<file path="config.mk">
export PLATFORM = sky130hd
export DESIGN_NAME = input_snapshot_ctrl_flat
export DESIGN_NICKNAME = d
export VERILOG_FILES = /design/src/rtl/input_snapshot_ctrl_pkg.sv /design/src/rtl/input_snapshot_ctrl_if.sv /design/src/rtl/input_snapshot_ctrl_arb.sv /design/src/rtl/input_snapshot_ctrl.sv /design/src/flat_wrapper.sv
export SDC_FILE = /design/constraint.sdc
export NUM_CORES = 1
export LEC_CHECK = 0
export ABC_CLOCK_PERIOD_IN_PS = 2500
export CAP_MARGIN = 20
export CELL_PAD_IN_SITES_DETAIL_PLACEMENT = 0
export CELL_PAD_IN_SITES_GLOBAL_PLACEMENT = 1
export CORE_ASPECT_RATIO = 1.75
export CORE_MARGIN = 2
export CORE_UTILIZATION = 30
export CTS_CLUSTER_SIZE = 24
export DETAILED_ROUTE_END_ITERATION = 8
export PLACE_DENSITY_LB_ADDON = 0.1
export SKIP_LAST_GASP = 1
export SLEW_MARGIN = 15
export SYNTH_ARGS = -nofsm -noshare
export SYNTH_HDL_FRONTEND = slang
export SYNTH_SLANG_ARGS = --single-unit
</file>
<file path="constraint.sdc">
create_clock -name clk_sys -period 2.5 [get_ports clk_sys]
set_clock_uncertainty 0.2 [all_clocks]
set_input_delay 0.25 -clock clk_sys [delete_from_list [all_inputs] [get_ports clk_sys]]
set_output_delay 0.25 -clock clk_sys [all_outputs]
set_load 0.01 [all_outputs]
</file>
<file path="src/rtl/input_snapshot_ctrl_pkg.sv">
// Shared types and defaults for the input snapshot controller.
// Latency: n/a (types and constants only).
// Backpressure: n/a.
package input_test_pkg;

    typedef enum logic {
        IDLE = 1'b0,
        COPY = 1'b1
    } snap_state_t;

    typedef enum logic {
        OWN_CPU  = 1'b0,
        OWN_COPY = 1'b1
    } owner_t;

    localparam int          DEF_NUM_WORDS = 16;
    localparam logic [15:0] DEF_BASE_ADDR = 16'h8000;

endpackage

</file>
<file path="src/rtl/input_snapshot_ctrl_if.sv">
// CPU request/ack bus and synchronous single-port RAM bus.
// Latency: n/a (wiring only); RAM read data arrives one cycle after the address.
// Backpressure: CPU holds cpu_req until a one-cycle cpu_ack; the RAM never stalls.
interface snap_cpu_if #(
    parameter int ADDR_W = 16,
    parameter int DATA_W = 8
);
    logic              cpu_req;
    logic              cpu_we;
    logic [ADDR_W-1:0] cpu_addr;
    logic [DATA_W-1:0] cpu_din;
    logic              cpu_ack;
    logic [DATA_W-1:0] cpu_dout;

    modport master (output cpu_req, cpu_we, cpu_addr, cpu_din, input cpu_ack, cpu_dout);
    modport slave  (input cpu_req, cpu_we, cpu_addr, cpu_din, output cpu_ack, cpu_dout);
endinterface

interface snap_ram_if #(
    parameter int ADDR_W = 16,
    parameter int DATA_W = 8
);
    logic [ADDR_W-1:0] ram_addr;
    logic              ram_we;
    logic [DATA_W-1:0] ram_din;
    logic [DATA_W-1:0] ram_dout;

    modport master (output ram_addr, ram_we, ram_din, input ram_dout);
    modport slave  (input ram_addr, ram_we, ram_din, output ram_dout);
endinterface

</file>
<file path="src/rtl/input_snapshot_ctrl_arb.sv">
// Two-requester round-robin arbiter (CPU vs copy engine) for the RAM port.
// Latency: combinational grant in the request cycle; last_winner updates at the edge.
// Backpressure: a requester that loses a conflict wins the next one.
// Ports: clk_sys/reset_n, req_cpu/req_copy in, gnt_cpu/gnt_copy out (one-hot or none).
module arb_rr2
    import input_test_pkg::*;
(
    input  logic clk_sys,
    input  logic reset_n,
    input  logic req_cpu,
    input  logic req_copy,
    output logic gnt_cpu,
    output logic gnt_copy
);

    owner_t last_winner;
    logic   conflict;

    always_comb begin
        conflict = req_cpu & req_copy;
        gnt_cpu  = 1'b0;
        gnt_copy = 1'b0;
        if (conflict) begin
            // Loser of the previous conflict takes this one.
            if (last_winner == OWN_CPU) gnt_copy = 1'b1;
            else                        gnt_cpu  = 1'b1;
        end else begin
            gnt_cpu  = req_cpu;
            gnt_copy = req_copy;
        end
    end

    // Only contested cycles move the fairness pointer; reset favours the copy first.
    always_ff @(posedge clk_sys or negedge reset_n) begin
        if (!reset_n)      last_winner <= OWN_CPU;
        else if (conflict) last_winner <= gnt_copy ? OWN_COPY : OWN_CPU;
    end

endmodule

</file>
<file path="src/rtl/input_snapshot_ctrl.sv">
// Latches input_bus on a vblank rising edge and copies it word by word into RAM, sharing the port with the CPU.
// Latency: copy starts the cycle after the trigger edge, 1 word/cycle uncontested; CPU ack one cycle after grant.
// Backpressure: CPU req held until ack; on conflict copy and CPU alternate wins (round-robin).
// Ports: clk_sys, reset_n, vblank, input_bus, cpu (slave), ram (master), copy_in_progress, copy_done.
module input_snapshot_ctrl
    import input_test_pkg::*;
#(
    parameter int                ADDR_W    = 16,
    parameter int                DATA_W    = 8,
    parameter int                NUM_WORDS = DEF_NUM_WORDS,
    parameter logic [ADDR_W-1:0] BASE_ADDR = ADDR_W'(DEF_BASE_ADDR)
) (
    input  logic                        clk_sys,
    input  logic                        reset_n,
    input  logic                        vblank,
    input  logic [NUM_WORDS*DATA_W-1:0] input_bus,
    snap_cpu_if.slave                   cpu,
    snap_ram_if.master                  ram,
    output logic                        copy_in_progress,
    output logic                        copy_done
);

    localparam int IDX_W = (NUM_WORDS > 1) ? $clog2(NUM_WORDS) : 1;

    snap_state_t       state, state_nxt;
    logic [IDX_W-1:0]  idx;
    logic [DATA_W-1:0] snap [NUM_WORDS];
    logic              vblank_q;
    logic              vblank_rise;
    logic              cpu_ack_q;
    logic              copy_req, cpu_req_eff;
    logic              gnt_cpu, gnt_copy;
    logic              last_gnt;
    logic [ADDR_W-1:0] copy_addr;
    logic [ADDR_W-1:0] addr_c, addr_q;
    logic [DATA_W-1:0] din_c, din_q;
    logic              we_c;

    assign vblank_rise = vblank & ~vblank_q;
    // A request seen during its own ack cycle is stale and must not be re-granted.
    assign cpu_req_eff = cpu.cpu_req & ~cpu_ack_q;
    assign copy_addr   = BASE_ADDR + ADDR_W'(idx);
    assign last_gnt    = gnt_copy && (idx == IDX_W'(NUM_WORDS - 1));

    arb_rr2 u_arb (
        .clk_sys  (clk_sys),
        .reset_n  (reset_n),
        .req_cpu  (cpu_req_eff),
        .req_copy (copy_req),
        .gnt_cpu  (gnt_cpu),
        .gnt_copy (gnt_copy)
    );

    // FSM state register
    always_ff @(posedge clk_sys or negedge reset_n) begin
        if (!reset_n) state <= IDLE;
        else          state <= state_nxt;
    end

    // FSM next state
    always_comb begin
        state_nxt = state;
        case (state)
            IDLE:    if (vblank_rise) state_nxt = COPY;
            COPY:    if (last_gnt)    state_nxt = IDLE;
            default: state_nxt = IDLE;
        endcase
    end

    // FSM outputs
    always_comb begin
        copy_req         = (state == COPY);
        copy_in_progress = (state == COPY);
    end

    // Snapshot, index and edge detector. vblank_q resets high so a vblank
    // already asserted at reset release is not mistaken for a new frame.
    always_ff @(posedge clk_sys or negedge reset_n) begin
        if (!reset_n) begin
            vblank_q <= 1'b1;
            idx      <= '0;
            for (int i = 0; i < NUM_WORDS; i++) snap[i] <= '0;
        end else begin
            vblank_q <= vblank;
            if (state == IDLE && vblank_rise) begin
                idx <= '0;
                for (int i = 0; i < NUM_WORDS; i++) snap[i] <= input_bus[i*DATA_W +: DATA_W];
            end else if (gnt_copy) begin
                idx <= idx + IDX_W'(1);
            end
        end
    end

    // RAM port mux: address/data hold their last value when nobody is granted.
    always_comb begin
        addr_c = addr_q;
        din_c  = din_q;
        we_c   = 1'b0;
        if (gnt_copy) begin
            addr_c = copy_addr;
            din_c  = snap[idx];
            we_c   = 1'b1;
        end else if (gnt_cpu) begin
            addr_c = cpu.cpu_addr;
            din_c  = cpu.cpu_din;
            we_c   = cpu.cpu_we;
        end
    end

    always_ff @(posedge clk_sys or negedge reset_n) begin
        if (!reset_n) begin
            addr_q    <= '0;
            din_q     <= '0;
            cpu_ack_q <= 1'b0;
            copy_done <= 1'b0;
        end else begin
            addr_q    <= addr_c;
            din_q     <= din_c;
            cpu_ack_q <= gnt_cpu;
            copy_done <= last_gnt;
        end
    end

    assign ram.ram_addr = addr_c;
    assign ram.ram_din  = din_c;
    assign ram.ram_we   = we_c;
    assign cpu.cpu_ack  = cpu_ack_q;
    assign cpu.cpu_dout = cpu_ack_q ? ram.ram_dout : '0;

endmodule
</file>
<file path="src/flat_wrapper.sv">
// flat-port wrapper written by rule: the top's interface ports become plain ports
module input_snapshot_ctrl_flat import input_test_pkg::*;
#(
    parameter int                ADDR_W    = 16,
    parameter int                DATA_W    = 8,
    parameter int                NUM_WORDS = DEF_NUM_WORDS,
    parameter logic [ADDR_W-1:0] BASE_ADDR = ADDR_W'(DEF_BASE_ADDR)
)
  (clk_sys, reset_n, vblank, input_bus, copy_in_progress, copy_done, cpu_cpu_req, cpu_cpu_we, cpu_cpu_addr, cpu_cpu_din, cpu_cpu_ack, cpu_cpu_dout, ram_ram_addr, ram_ram_we, ram_ram_din, ram_ram_dout);
  snap_cpu_if #(.ADDR_W(ADDR_W), .DATA_W(DATA_W)) cpu_i ();
  snap_ram_if #(.ADDR_W(ADDR_W), .DATA_W(DATA_W)) ram_i ();
  input  logic clk_sys;
  input  logic reset_n;
  input  logic vblank;
  input  logic [NUM_WORDS*DATA_W-1:0] input_bus;
  output logic copy_in_progress;
  output logic copy_done;
  input wire logic [$bits(cpu_i.cpu_req)-1:0] cpu_cpu_req;
  input wire logic [$bits(cpu_i.cpu_we)-1:0] cpu_cpu_we;
  input wire logic [$bits(cpu_i.cpu_addr)-1:0] cpu_cpu_addr;
  input wire logic [$bits(cpu_i.cpu_din)-1:0] cpu_cpu_din;
  output wire logic [$bits(cpu_i.cpu_ack)-1:0] cpu_cpu_ack;
  output wire logic [$bits(cpu_i.cpu_dout)-1:0] cpu_cpu_dout;
  output wire logic [$bits(ram_i.ram_addr)-1:0] ram_ram_addr;
  output wire logic [$bits(ram_i.ram_we)-1:0] ram_ram_we;
  output wire logic [$bits(ram_i.ram_din)-1:0] ram_ram_din;
  input wire logic [$bits(ram_i.ram_dout)-1:0] ram_ram_dout;
  assign cpu_i.cpu_req = cpu_cpu_req;
  assign cpu_i.cpu_we = cpu_cpu_we;
  assign cpu_i.cpu_addr = cpu_cpu_addr;
  assign cpu_i.cpu_din = cpu_cpu_din;
  assign cpu_cpu_ack = cpu_i.cpu_ack;
  assign cpu_cpu_dout = cpu_i.cpu_dout;
  assign ram_ram_addr = ram_i.ram_addr;
  assign ram_ram_we = ram_i.ram_we;
  assign ram_ram_din = ram_i.ram_din;
  assign ram_i.ram_dout = ram_ram_dout;
  input_snapshot_ctrl #(.ADDR_W(ADDR_W), .DATA_W(DATA_W), .NUM_WORDS(NUM_WORDS), .BASE_ADDR(BASE_ADDR)) u_core (.clk_sys(clk_sys), .reset_n(reset_n), .vblank(vblank), .input_bus(input_bus), .cpu(cpu_i), .ram(ram_i), .copy_in_progress(copy_in_progress), .copy_done(copy_done));
endmodule
</file>
After elaboration in Yosys (flattened, before gate mapping). Cells that the tools add are included.

Flip-flop bits (word level): 161. Bits of input ports: 165. Output and inout bits: 36. Logic and storage cells: 58.

$add $sub $neg: 2. $lt $le $gt $ge: 1. Equal/unequal tests: 1. Muxes and demuxes: 20. Bitwise operators: 7. Reductions and logical operators: 3.

Operators with widths (number): 2-to-1 mux 8 bit (5); binary-select mux 8 bit (select 4 bit) (1); 2-to-1 mux 16 bit (2); adder 16 x 4 -> 16 bit (first input constant) (1); 2-to-1 mux 1 bit (9); 2-to-1 mux 4 bit (2); greater-or-equal comparator 5 bit (second input constant) (1); NOT 4 -> 5 bit (1); adder 4 x 1 -> 4 bit (second input constant) (1); equality test 4 bit (second input constant) (1); AND 1 bit (3); NOT 1 bit (3); logical AND 1 bit (2); one-hot mux 1 bit (2 select lines) (1); nonzero test 2 bit (1).

Depth between registers and ports, before layout.
Word-level depth: 7. Depth in mapped cells: 7. Gate-level depth less buffers: 4.

Modules after synthesis. Synthesis repeated with hierarchy kept, for this count alone.

Cell total of the unflattened synthesis: 463. Area total of the unflattened synthesis: 7269.5 µm².

Modules (own cells, without submodules): input_snapshot_ctrl (instances 1, cells an instance 457, area an instance 7213.2 µm², sequential area each 4005.1 µm²); arb_rr2 (instances 1, cells an instance 6, area an instance 56.3 µm², sequential area each 25.0 µm²).

Worst setup path after synthesis. Ideal clock, no wire load.

Path type: register to output. From: reg u_core.cpu_ack_q (netlist: u_core.cpu.cpu_ack). To: out ram_ram_din[4]. Arrival: 1.614 ns. Data required time: 2.050 ns. Setup slack: 0.436 ns. Cell stages (with the launch flop): 8. Buffers on the path: 3. Cell sequence: dfrtp_1 -> clkbuf_2 -> nand2b_1 -> buf_4 -> buf_6 -> mux2_2 -> o32ai_1 -> a211oi_1.

Cells in the longest elaborated chain, start to end: 6. Elaborated cells on any way between the ends: 7. Those cells by class: 4 x mux; 3 x bitwise.

RTL lines: start: declaration (line input_snapshot_ctrl.sv:30) `logic cpu_ack_q;`; start signal: assignment (line input_snapshot_ctrl.sv:119) `cpu_ack_q <= gnt_cpu;`; NOT 1 bit (*) (line input_snapshot_ctrl.sv:41) `assign cpu_req_eff = cpu.cpu_req & ~cpu_ack_q;`; AND 1 bit (*) (line input_snapshot_ctrl.sv:41); AND 1 bit (line input_snapshot_ctrl_arb.sv:20) `conflict = req_cpu & req_copy;`; 2-to-1 mux 1 bit (line input_snapshot_ctrl_arb.sv:23) `if (conflict) begin`; 2-to-1 mux 8 bit (line input_snapshot_ctrl.sv:103) `end else if (gnt_cpu) begin`; 2-to-1 mux 8 bit (*) (line input_snapshot_ctrl.sv:99) `if (gnt_copy) begin`; end: declaration (line flat_wrapper.sv:26) `output wire logic [$bits(ram_i.ram_din)-1:0] ram_ram_din;`.

Every way passes the cells marked *; elsewhere a longest branch is shown, timed or not.

Worst setup path in the final report.
From: reg u_core.idx[0]. To: out ram_ram_din[4].

Cells in the longest elaborated chain, start to end: 5.

RTL lines: start: declaration (line input_snapshot_ctrl.sv:26) `logic [IDX_W-1:0] idx;`; start signal: assignment (line input_snapshot_ctrl.sv:89) `idx <= idx + IDX_W'(1);`; NOT 4 -> 5 bit (implied by the code) (line input_snapshot_ctrl.sv:101) `din_c = snap[idx];`; binary-select mux 8 bit (select 4 bit) (line input_snapshot_ctrl.sv:101); 2-to-1 mux 8 bit (implied by the code) (2 in series) (line input_snapshot_ctrl.sv:101); 2-to-1 mux 8 bit (line input_snapshot_ctrl.sv:99).

No other way between the ends. The select of a mux whose other input is x is not followed.

==> results.yml <==
run_status:
  status: "complete, but fails checks"
  violations: "setup timing"
global_routing:
  first_global_vias: 5863
  grt_max_degree: 61
  antenna_found_initial: 0
  grt_pass1_wl_mm: 34.7
  grt-ovfl-total: 0
  grt_usage_pct: 17.1
critical_path:
  arrival_ns: 2.22
  crit_chain: "buf_12 -> buf_4 -> mux4_2 -> mux2i_1 -> and3_1 -> a211oi_4 -> buf_2"
  r2r_start: "u_core.idx[1]"
  startpoint: "u_core.idx[0]"
  rr_worst_depth: 8
  cp_slowest_stage_delay_ns: 0.52
  worst-path-max-fanout: 7
  end_kind: "output pin"
  critical_path_class: "reg2out"
  crit_slowest_cell: "mux4_2"
  crit_path_start_kind: "flop"
  required_ns: 2.05
yosys:
  synth-xor-area-share_pct: 0.461
  ys_seq_area_share_pct: 53.1
  syn_nets: 661
  yosysWarnings: 0
  synth_area_leader_cell: "dfrtp_1"
  synthCells: 495
  ys.flop_type: "dfrtp_1"
  async_flop_share_pct: 100
  synth-simple-area-share_pct: 3.84
  ys_ff_latch: 161
  synth_area_um2: 7600
  synth.area.top_cells: "dfrtp_1 (53%), mux2_2 (11%), mux2_1 (9.6%), mux4_1 (6.2%), mux4_2 (3.9%)"
  yosysMostFrequentCell: "dfrtp_1"
  synth_mux_area_share_pct: 34.4
  ys_types: 44
  synth_compound_area_share_pct: 3.48
  synth_edf_count: 0
  synth_commonest_cells: "dfrtp_1 (160), mux2_2 (72), mux2_1 (65)"
  syn_area_per_cell_um2: 15.3
  synth_top_area_share_pct: 52.7
  synth_fa_ha_area_share_pct: 0.165
  synth_top_family_by_area: "multiplexers"
floorplan:
  core_region_area_um2: 25000
  num_rows: 77
  dieHeight_um: 215
  initial_core_util_pct: 30.3
  die_w_um: 124
  ios: 201
  dieArea_um2: 26700
pwr:
  powerDensity_nw_per_um2: 1250
  p_leak_nw: 4.64
  peakVddDrop_v: 0.000519
  total_power_mw: 13.8
clock_network:
  cts.clk_slew.worst_paths_ns: 0.06
  cts_tree: "done"
  cts_root_buffer: "clkbuf_16"
  clk-insertion-delay-late_ns: 0.42
  htree_levels: 4
  cts_sinks: 161
  cts_buffers: 17
  clk_path_buf_depth: 2
sta:
  hold_viol_final: 0
  slew_headroom_pct: 59.3
  tightestPinTransition_ns: 0.611
  rsz0062_at_grt: "true"
  fin_crit_sh_pct: 107
  final_max_slew_viol_count: 0
  max_freq_ghz: 0.374
  period_minus_slack_ns: 2.67
  fin_setup_tns_ns: -1.01
  post-route-worst-setup-slack_ns: -0.175
  timing.hold.ws_ns: 0.125
  final-setup-viol-count: 8
layout:
  drive_gt1_share_pct: 33.2
  final_util_pct: 44.3
  antennaDiodeCount: 0
  design_area_um2: 11100
  synthToLayoutAreaGrowth_pct: 46.1
  num-fill-cells: 2346
  num-nets-final: 915
drt:
  highest_layer: "met4"
  wl_met3_mm: 1.01
  via_count: 5160
  drt-met1-wl_mm: 8.31
  drt_iter0_markers: 184
  vias_per_cell: 4.79
  drt_first_pass_iters: 4
  dr_wl_met2_mm: 12.4
  ant_nets: 0
  wl_per_cell_um: 20.6
  drc: 0
  wl_mm: 22.2
min_path:
  hold_class: "in2reg"
  holdPathStages: 1
  worstHoldStart: "vblank"
job:
  max-cap-violations: 0
placed_design:
  hpwl_mm: 16.3
  numPortBuffers: 200
  dpl-instance-area_um2: 10200
  routabilityCongestion: 0.744
-- path summary, 6_finish.rpt --
kind                            slack [ns]           endpoint
worst max register to register        0.40    u_core.din_q[6]
worst min register to register        0.28    u_core.snap[41]
max in group asynchronous             1.16    u_core.vblank_q
worst max-delay path                 -0.17     ram_ram_din[4]
min in group asynchronous             0.18  u_core.addr_q[10]
worst min-delay path                  0.12    u_core.vblank_q
-- flip-flops by register name, indices dropped and copies added (netlist names), 4 cells and up --
| register | flops |
|---|---|
| u_core.snap | 128 |
| u_core.addr_q | 16 |
| u_core.din_q | 8 |
| u_core.idx | 4 |
-- worst max-delay path: cells and delay by family, from the launching register on --
kind | cells | cell delay, ns
multiplexers | 2 | 0.66
AO/OA/AOI/OAI | 1 | 0.05
AND/OR/NAND/NOR | 1 | 0.25
flip-flops | 1 | 0.41
buffers and inverters | 3 | 0.43
-- where the power goes --
group,switching (mW),internal [mW],total (mW)
clock,1.03,1.84,2.88
sequential,0.658,3.89,4.55
combinational,2.73,3.66,6.39
-- cell type report --
type                       instances  area [um^2]  area share, %
clock inverter                    11          183           1.65
sequential                       161         4030           36.4
inverter                           2         7.51         0.0677
tap                              316          395           3.56
clock buffer                      21          470           4.24
multi-input combinational        294         3290           29.6
timing repair buffer             273         2720           24.5
-- metal layers --
layer,track usage [%],up-vias
met5,0,-
met1,19.0,2622
li1,-,2350
met3,3.89,19
met4,5.39,0
met2,31.9,169
-- cells in the final DEF, fill, tap and decap left out, types with 3 or more instances in the layout --
cell type and count:
a211oi_2 7, a21oi_1 3, and2_1 8, and3_1 7, buf_12 13, buf_2 8, buf_4 49, buf_6 6
buf_8 4, bufinv_16 5, clkbuf_16 18, clkbuf_2 5, clkbuf_8 3, clkdlybuf4s15_1 5, clkdlybuf4s15_2 4, clkdlybuf4s50_1 175
clkinv_2 5, dfrtp_1 157, dfrtp_2 3, mux2_1 65, mux2_2 72, mux2i_1 21, mux2i_2 4, mux2i_4 3
mux4_2 30, nand2_1 9, nand3_1 12, nor2_1 7, o21ai_1 11, o32ai_1 8
-- repair_timing --
| action | CTS | global route |
|---|---|---|
| pin swaps | 11 | 9 |
| setup endpoints to repair | 24 | 25 |
| hold buffers | 1 | 0 |
| cloned | 2 | 1 |
| setup buffers | 12 | 7 |
| endpoints found under the hold margin | 58 | 0 |
| resized for setup | 111 | 40 |
-- kinds of logic after synthesis --
logic type / after synthesis
AOI/OAI and AO/OA: 39
adders and majority gates: 1
muxes: 197
and+or+nand+nor: 53
DFF: 161
buffers and inverters: 40
xor gates and xnor gates: 4
-- metrics by stage --
step	instances	worst slack (ns)
after CTS	1073	-0.238
after floorplan	495	0.436
after detailed placement	1026	-0.357
after global routing	1078	-0.276
final	1078	-0.175
after global placement	1026	-0.301
Power figures use the tool's default switching activity.
